<file path="src/rtl/cpu_defs.sv">
// Shared CPU encodings: load types, writeback select codes, W-stage register layout.
// Pure definitions, no state.
package cpu_defs;

  typedef enum logic [2:0] {
    LD_LW  = 3'b000,
    LD_LB  = 3'b001,
    LD_LBU = 3'b010,
    LD_LH  = 3'b011,
    LD_LHU = 3'b100
  } ld_type_e;

  typedef enum logic [1:0] {
    WD_ANS   = 2'b00,
    WD_RDATA = 2'b01,
    WD_ADDER = 2'b10
  } wd_sel_e;

  localparam logic [31:0] DEFAULT_RESET_PC = 32'h0000_3000;

  typedef struct packed {
    logic [31:0] pc;
    logic [31:0] instr;
    logic [31:0] ans;
    logic [31:0] rdata;
    logic [4:0]  a3;
    logic        reg_write;
    logic        is_jal;
    logic [1:0]  s_wdata;
    logic [2:0]  ld_type;
    logic        valid;
  } w_regs_t;

  // Bubble: every field cleared except the PC, which parks at the reset vector.
  function automatic w_regs_t w_bubble(input logic [31:0] pc);
    w_regs_t b;
    b    = '0;
    b.pc = pc;
    return b;
  endfunction

  // Writeback data select; an unused code falls back to the ALU result.
  function automatic logic [31:0] wb_mux(input logic [1:0]  sel,
                                         input logic [31:0] ans,
                                         input logic [31:0] rdata,
                                         input logic [31:0] adder);
    case (sel)
      WD_RDATA: return rdata;
      WD_ADDER: return adder;
      default:  return ans;
    endcase
  endfunction

endpackage

</file>
<file path="src/rtl/w_load_ext.sv">
// Load extension: picks byte/halfword from an aligned word and sign/zero extends.
// Latency: combinational. Backpressure: none.
module w_load_ext
  import cpu_defs::*;
(
  input  logic [31:0] word,
  input  logic [1:0]  offset,
  input  logic [2:0]  ld_type,
  output logic [31:0] data
);

  logic [7:0]  sel_byte;
  logic [15:0] sel_half;

  always_comb begin
    sel_byte = 8'h00;
    case (offset)
      2'd0: sel_byte = word[7:0];
      2'd1: sel_byte = word[15:8];
      2'd2: sel_byte = word[23:16];
      2'd3: sel_byte = word[31:24];
      default: sel_byte = 8'h00;
    endcase
    // Halfword loads use only offset[1]; offset[0] is ignored on purpose.
    sel_half = offset[1] ? word[31:16] : word[15:0];
  end

  always_comb begin
    data = word;
    case (ld_type)
      LD_LB:   data = {{24{sel_byte[7]}}, sel_byte};
      LD_LBU:  data = {24'h0, sel_byte};
      LD_LH:   data = {{16{sel_half[15]}}, sel_half};
      LD_LHU:  data = {16'h0, sel_half};
      default: data = word;
    endcase
  end

endmodule

</file>
<file path="src/rtl/m_w_reg.sv">
// M->W pipeline register with load extension on the W side; optional retire counter (W_TRACE_EN).
// Latency: 1 cycle capture, W_Rdata combinational from stored word. Backpressure: en=0 holds, clr inserts a bubble.
module m_w_reg
  import cpu_defs::*;
#(
  parameter logic [31:0] RESET_PC = DEFAULT_RESET_PC
) (
  input  logic        clk,
  input  logic        reset,
  input  logic        en,
  input  logic        clr,
  input  logic [31:0] M_pc,
  input  logic [31:0] M_instr,
  input  logic [31:0] M_ans,
  input  logic [31:0] M_Rdata,
  input  logic [4:0]  M_A3,
  input  logic        M_RegWrite,
  input  logic        M_is_jal,
  input  logic [1:0]  M_s_Wdata,
  input  logic [2:0]  M_ld_type,
  output logic [31:0] W_pc,
  output logic [31:0] W_instr,
  output logic [31:0] W_ans,
  output logic [31:0] W_adder,
  output logic [31:0] W_Rdata,
  output logic [4:0]  W_A3,
  output logic        W_RegWrite,
  output logic        W_is_jal,
  output logic        W_valid,
  output logic [1:0]  s_W_Wdata
`ifdef W_TRACE_EN
  ,
  output logic [31:0] W_retired
`endif
);

  w_regs_t w_q;
  w_regs_t m_d;

  always_comb begin
    m_d           = '0;
    m_d.pc        = M_pc;
    m_d.instr     = M_instr;
    m_d.ans       = M_ans;
    m_d.rdata     = M_Rdata;
    m_d.a3        = M_A3;
    // Writes to r0 are dropped here so W never asserts a write for it.
    m_d.reg_write = M_RegWrite && (M_A3 != 5'd0);
    m_d.is_jal    = M_is_jal;
    m_d.s_wdata   = M_s_Wdata;
    m_d.ld_type   = M_ld_type;
    m_d.valid     = 1'b1;
  end

  always_ff @(posedge clk or posedge reset) begin
    if (reset)      w_q <= w_bubble(RESET_PC);
    else if (clr)   w_q <= w_bubble(RESET_PC);
    else if (en)    w_q <= m_d;
  end

  assign W_pc       = w_q.pc;
  assign W_instr    = w_q.instr;
  assign W_ans      = w_q.ans;
  assign W_adder    = w_q.pc;
  assign W_A3       = w_q.a3;
  assign W_RegWrite = w_q.reg_write;
  assign W_is_jal   = w_q.is_jal;
  assign W_valid    = w_q.valid;
  assign s_W_Wdata  = w_q.s_wdata;

  w_load_ext u_load_ext (
    .word    (w_q.rdata),
    .offset  (w_q.ans[1:0]),
    .ld_type (w_q.ld_type),
    .data    (W_Rdata)
  );

`ifdef W_TRACE_EN
  logic [31:0] retired_q;

  // Counts instructions leaving W: a valid entry advanced by en, clr or not.
  always_ff @(posedge clk or posedge reset) begin
    if (reset)                retired_q <= 32'h0;
    else if (w_q.valid && en) retired_q <= retired_q + 32'd1;
  end

  assign W_retired = retired_q;
`endif

endmodule

</file>
<file path="config.mk">
export PLATFORM = sky130hd
export DESIGN_NAME = m_w_reg
export DESIGN_NICKNAME = d
export VERILOG_FILES = /design/src/rtl/cpu_defs.sv /design/src/rtl/w_load_ext.sv /design/src/rtl/m_w_reg.sv
export SDC_FILE = /design/constraint.sdc
export NUM_CORES = 1
export LEC_CHECK = 0
export BUFFER_PORTS_ARGS = -buffer_cell sky130_fd_sc_hd__buf_4
export CAP_MARGIN = 15
export CORE_ASPECT_RATIO = 1.1
export CORE_MARGIN = 10
export CORE_UTILIZATION = 30
export DETAILED_ROUTE_END_ITERATION = 16
export PLACE_DENSITY = 0.68
export REMOVE_ABC_BUFFERS = 1
export SLEW_MARGIN = 20
export SYNTH_ARGS = -nofsm -noshare
export SYNTH_HDL_FRONTEND = slang
export SYNTH_SLANG_ARGS = --single-unit
</file>
<file path="constraint.sdc">
create_clock -name clk -period 5.6 [get_ports clk]
set_input_delay 0.56 -clock clk [delete_from_list [all_inputs] [get_ports clk]]
set_output_delay 0.56 -clock clk [all_outputs]
set_load 0.02 [all_outputs]
</file>
==> flow_summary.yaml <==
run_status:
  status: "completed"
finish:
  n_fill_cell: 2125
  drive_above_1_share_pct: 41.4
  layout.nets: 996
  syn2layout_area_growth_pct: 43.6
clock_network:
  clk_pin_slew_ns: 0.06
  cts_resized: 0
  cts-root-buf: "clkbuf_16"
  htreeDepth: 4
  cts_buffer_depth: 2
  cts_hold_buf: 0
  cts_tree: "yes"
  postCtsSetupBuffers: 0
  clock_sinks: 141
  cts_buffers: 17
  clk_latency_ns: 0.41
timing:
  setup_viol: 0
  min_period_over_period_pct: 62.0
  rsz0062_at_grt: "false"
  hold_viol: 0
  relSlewSlack_pct: 41.1
  finalMaxSlewViolations: 0
  fin_tns_setup_ns: 0
  fin_skew_ns: 0
  period_minus_slack_ns: 3.47
  worst-slew-pin-transition_ns: 0.884
  max_freq_mhz: 288
global_route:
  antenna_found_initial: 2
  grt_pass1_wl_um: 33900
  grt_pass1_vias: 5646
  grt_max_degree: 87
  grt_usage_pct: 15.0
  grt-ovfl-total: 0
critical_path:
  regToRegEndpoint: "W_ans[1]"
  rrSetupSlack_ns: 4.46
  crit_path_start_kind: "flop"
  r2r-start: "W_ans[1]"
  path_class: "reg -> out"
  end_kind: "output port"
  rr_worst_depth: 2
  cp_max_fo: 18
  arrival_ns: 2.91
  cp_data_required_time_ns: 5.04
synth:
  synth_edf_count: 0
  ys_dominant_reg_cell: "dfrtp_1"
  netlist_area_mm2: 0.00672
  synthArstFlopShare_pct: 100
  ys_types: 36
  ys_ff_latch: 141
  ys_warn_count: 0
  synthCells: 590
  avgSynthCellArea_um2: 11.4
  ys_seq_area_share_pct: 52.6
die:
  num_rows: 57
  ios: 314
  die_h_um: 177
  start_util_pct: 30.5
  core-area_mm2: 0.0220
  die_area_mm2: 0.0288
  die_w_um: 163
route:
  dr.pass1.iters: 4
  drcViolationCount: 0
  totalWireLength_um: 22200
  via_count: 5362
  ant_nets: 0
  viasPerCell: 4.61
  wl_per_cell_um: 19.1
  first_iter_violations: 285
power:
  p_int_mw: 2.02
  p_leak_nw: 5.25
  powerDensity_mw_per_mm2: 293
  comb_power_share_pct: 18.7
  swShare_pct: 28.6
  power.switching_uw: 808
  pwr-share-clk_pct: 41.3
  seq_power_share_pct: 40.0
  total_power_mw: 2.82
  ir_drop_v: 0.000189
run:
  cap_violations: 0
place:
  gp_congestion: 0.807
  hpwl_um: 16400
  port_buffers: 313
hold_path:
  min_path_type: "in -> async"
cells in the mapped netlist (3+ instances only):
library cell  number  share of area, %
a21o_1            16               1.8
nand2b_1           3              0.28
a22oi_1            7              0.78
mux4_2             3               1.0
and2_1             7              0.65
mux4_1             5               2.0
a211o_1            3              0.39
nor2_1           141               7.9
o21ai_0            9              0.67
buf_4             33               3.7
clkbuf_1          24               1.3
dfrtp_1          139                52
a221o_1           15               2.2
mux2i_1          138                21
inv_1              4              0.22
buf_2             15               1.1
a21oi_1            4              0.30
cell type report:
cell class | instances | area [µm²] | share of cell area (%)
Antenna cell | 2 | 5.00 | 0.0519
Clock buffer | 19 | 453 | 4.69
Clock inverter | 13 | 154 | 1.59
Inverter | 4 | 20.0 | 0.207
Multi-Input combinational cell | 369 | 2720 | 28.2
Sequential cell | 141 | 3530 | 36.6
Tap cell | 295 | 369 | 3.82
Timing Repair Buffer | 319 | 2400 | 24.9
power groups by stage:
stage / sequential (mW) / clock (mW) / combinational, mW
detailed placement: 1.15 / 0 / 0.537
floorplan: 1.21 / 0 / 0.174
global route: 1.14 / 1.25 / 0.570
global placement: 1.15 / 0 / 0.530
finish: 1.13 / 1.17 / 0.528
CTS: 1.13 / 1.20 / 0.537
cell families after synthesis:
family                 Yosys count  synth area share [%]
buffers and inverters           80                  6.98
multiplexers                   146                  23.5
flip-flops                     141                  52.6
XOR/XNOR                         1                 0.130
AO/OA/AOI/OAI                   59                  6.87
AND/OR/NAND/NOR                163                  9.94
metrics by stage:
| stage | area, µm² | util [%] | hold slack [ns] | cells | worst slack [ns] |
|---|---|---|---|---|---|
| floorplan | 6260 | - | 0.496 | 514 | 1.26 |
| global placement | 9040 | 41.0 | 0.479 | 1128 | 2.63 |
| CTS | 9650 | 43.8 | 0.319 | 1160 | 2.11 |
| detailed placement | 9040 | 41.0 | 0.486 | 1128 | 2.57 |
| global route | 9650 | 43.8 | 0.326 | 1162 | 1.97 |
| finish | 9650 | 43.8 | 0.300 | 1162 | 2.13 |
worst max path at each step:
stage / from / to
3_3_place_gp: W_ans[1] / W_Rdata[25]
2_1_floorplan: reset / W_A3[0]
5_1_grt: W_ans[1] / W_Rdata[25]
4_1_cts: W_ans[1] / W_Rdata[25]
6_report: W_ans[1] / W_Rdata[25]
3_5_place_dp: W_ans[1] / W_Rdata[25]
registers in the layout, indices dropped and copies added (netlist names):
signal / count
w_q: 35
W_valid: 1
W_ans: 32
s_W_Wdata: 2
W_A3: 5
W_adder: 32
W_RegWrite: 1
W_instr: 32
W_is_jal: 1
cell usage in the layout (no fill, tap or decap), types with 3 or more instances in the layout:
master / instances
dfrtp_1: 139
clkinvlp_4: 3
mux4_1: 5
a21oi_1: 4
and2_1: 7
buf_4: 318
nand2b_1: 3
a22oi_1: 7
o21ai_0: 9
inv_1: 3
clkbuf_16: 17
inv_6: 5
mux2i_1: 138
a221o_1: 15
mux4_2: 3
a21o_1: 16
nor2_1: 141
a211o_1: 3
clkbuf_8: 3
per-layer routing:
layer	vias up	track usage, %	routed length, µm
li1	2536	-	-
met1	2591	17.8	8940
met2	214	24.5	11000
met3	21	5.86	1850
met4	0	4.62	397
met5	-	0	0
critical path: stages, from the launching register on:
cell and delay (ns):
dfrtp_1 0.81, mux4_2 0.61, or3b_1 0.36, o31ai_4 0.28
a21o_1 0.27, buf_4 0.17
Note: power is estimated with default switching activity, not from simulation.
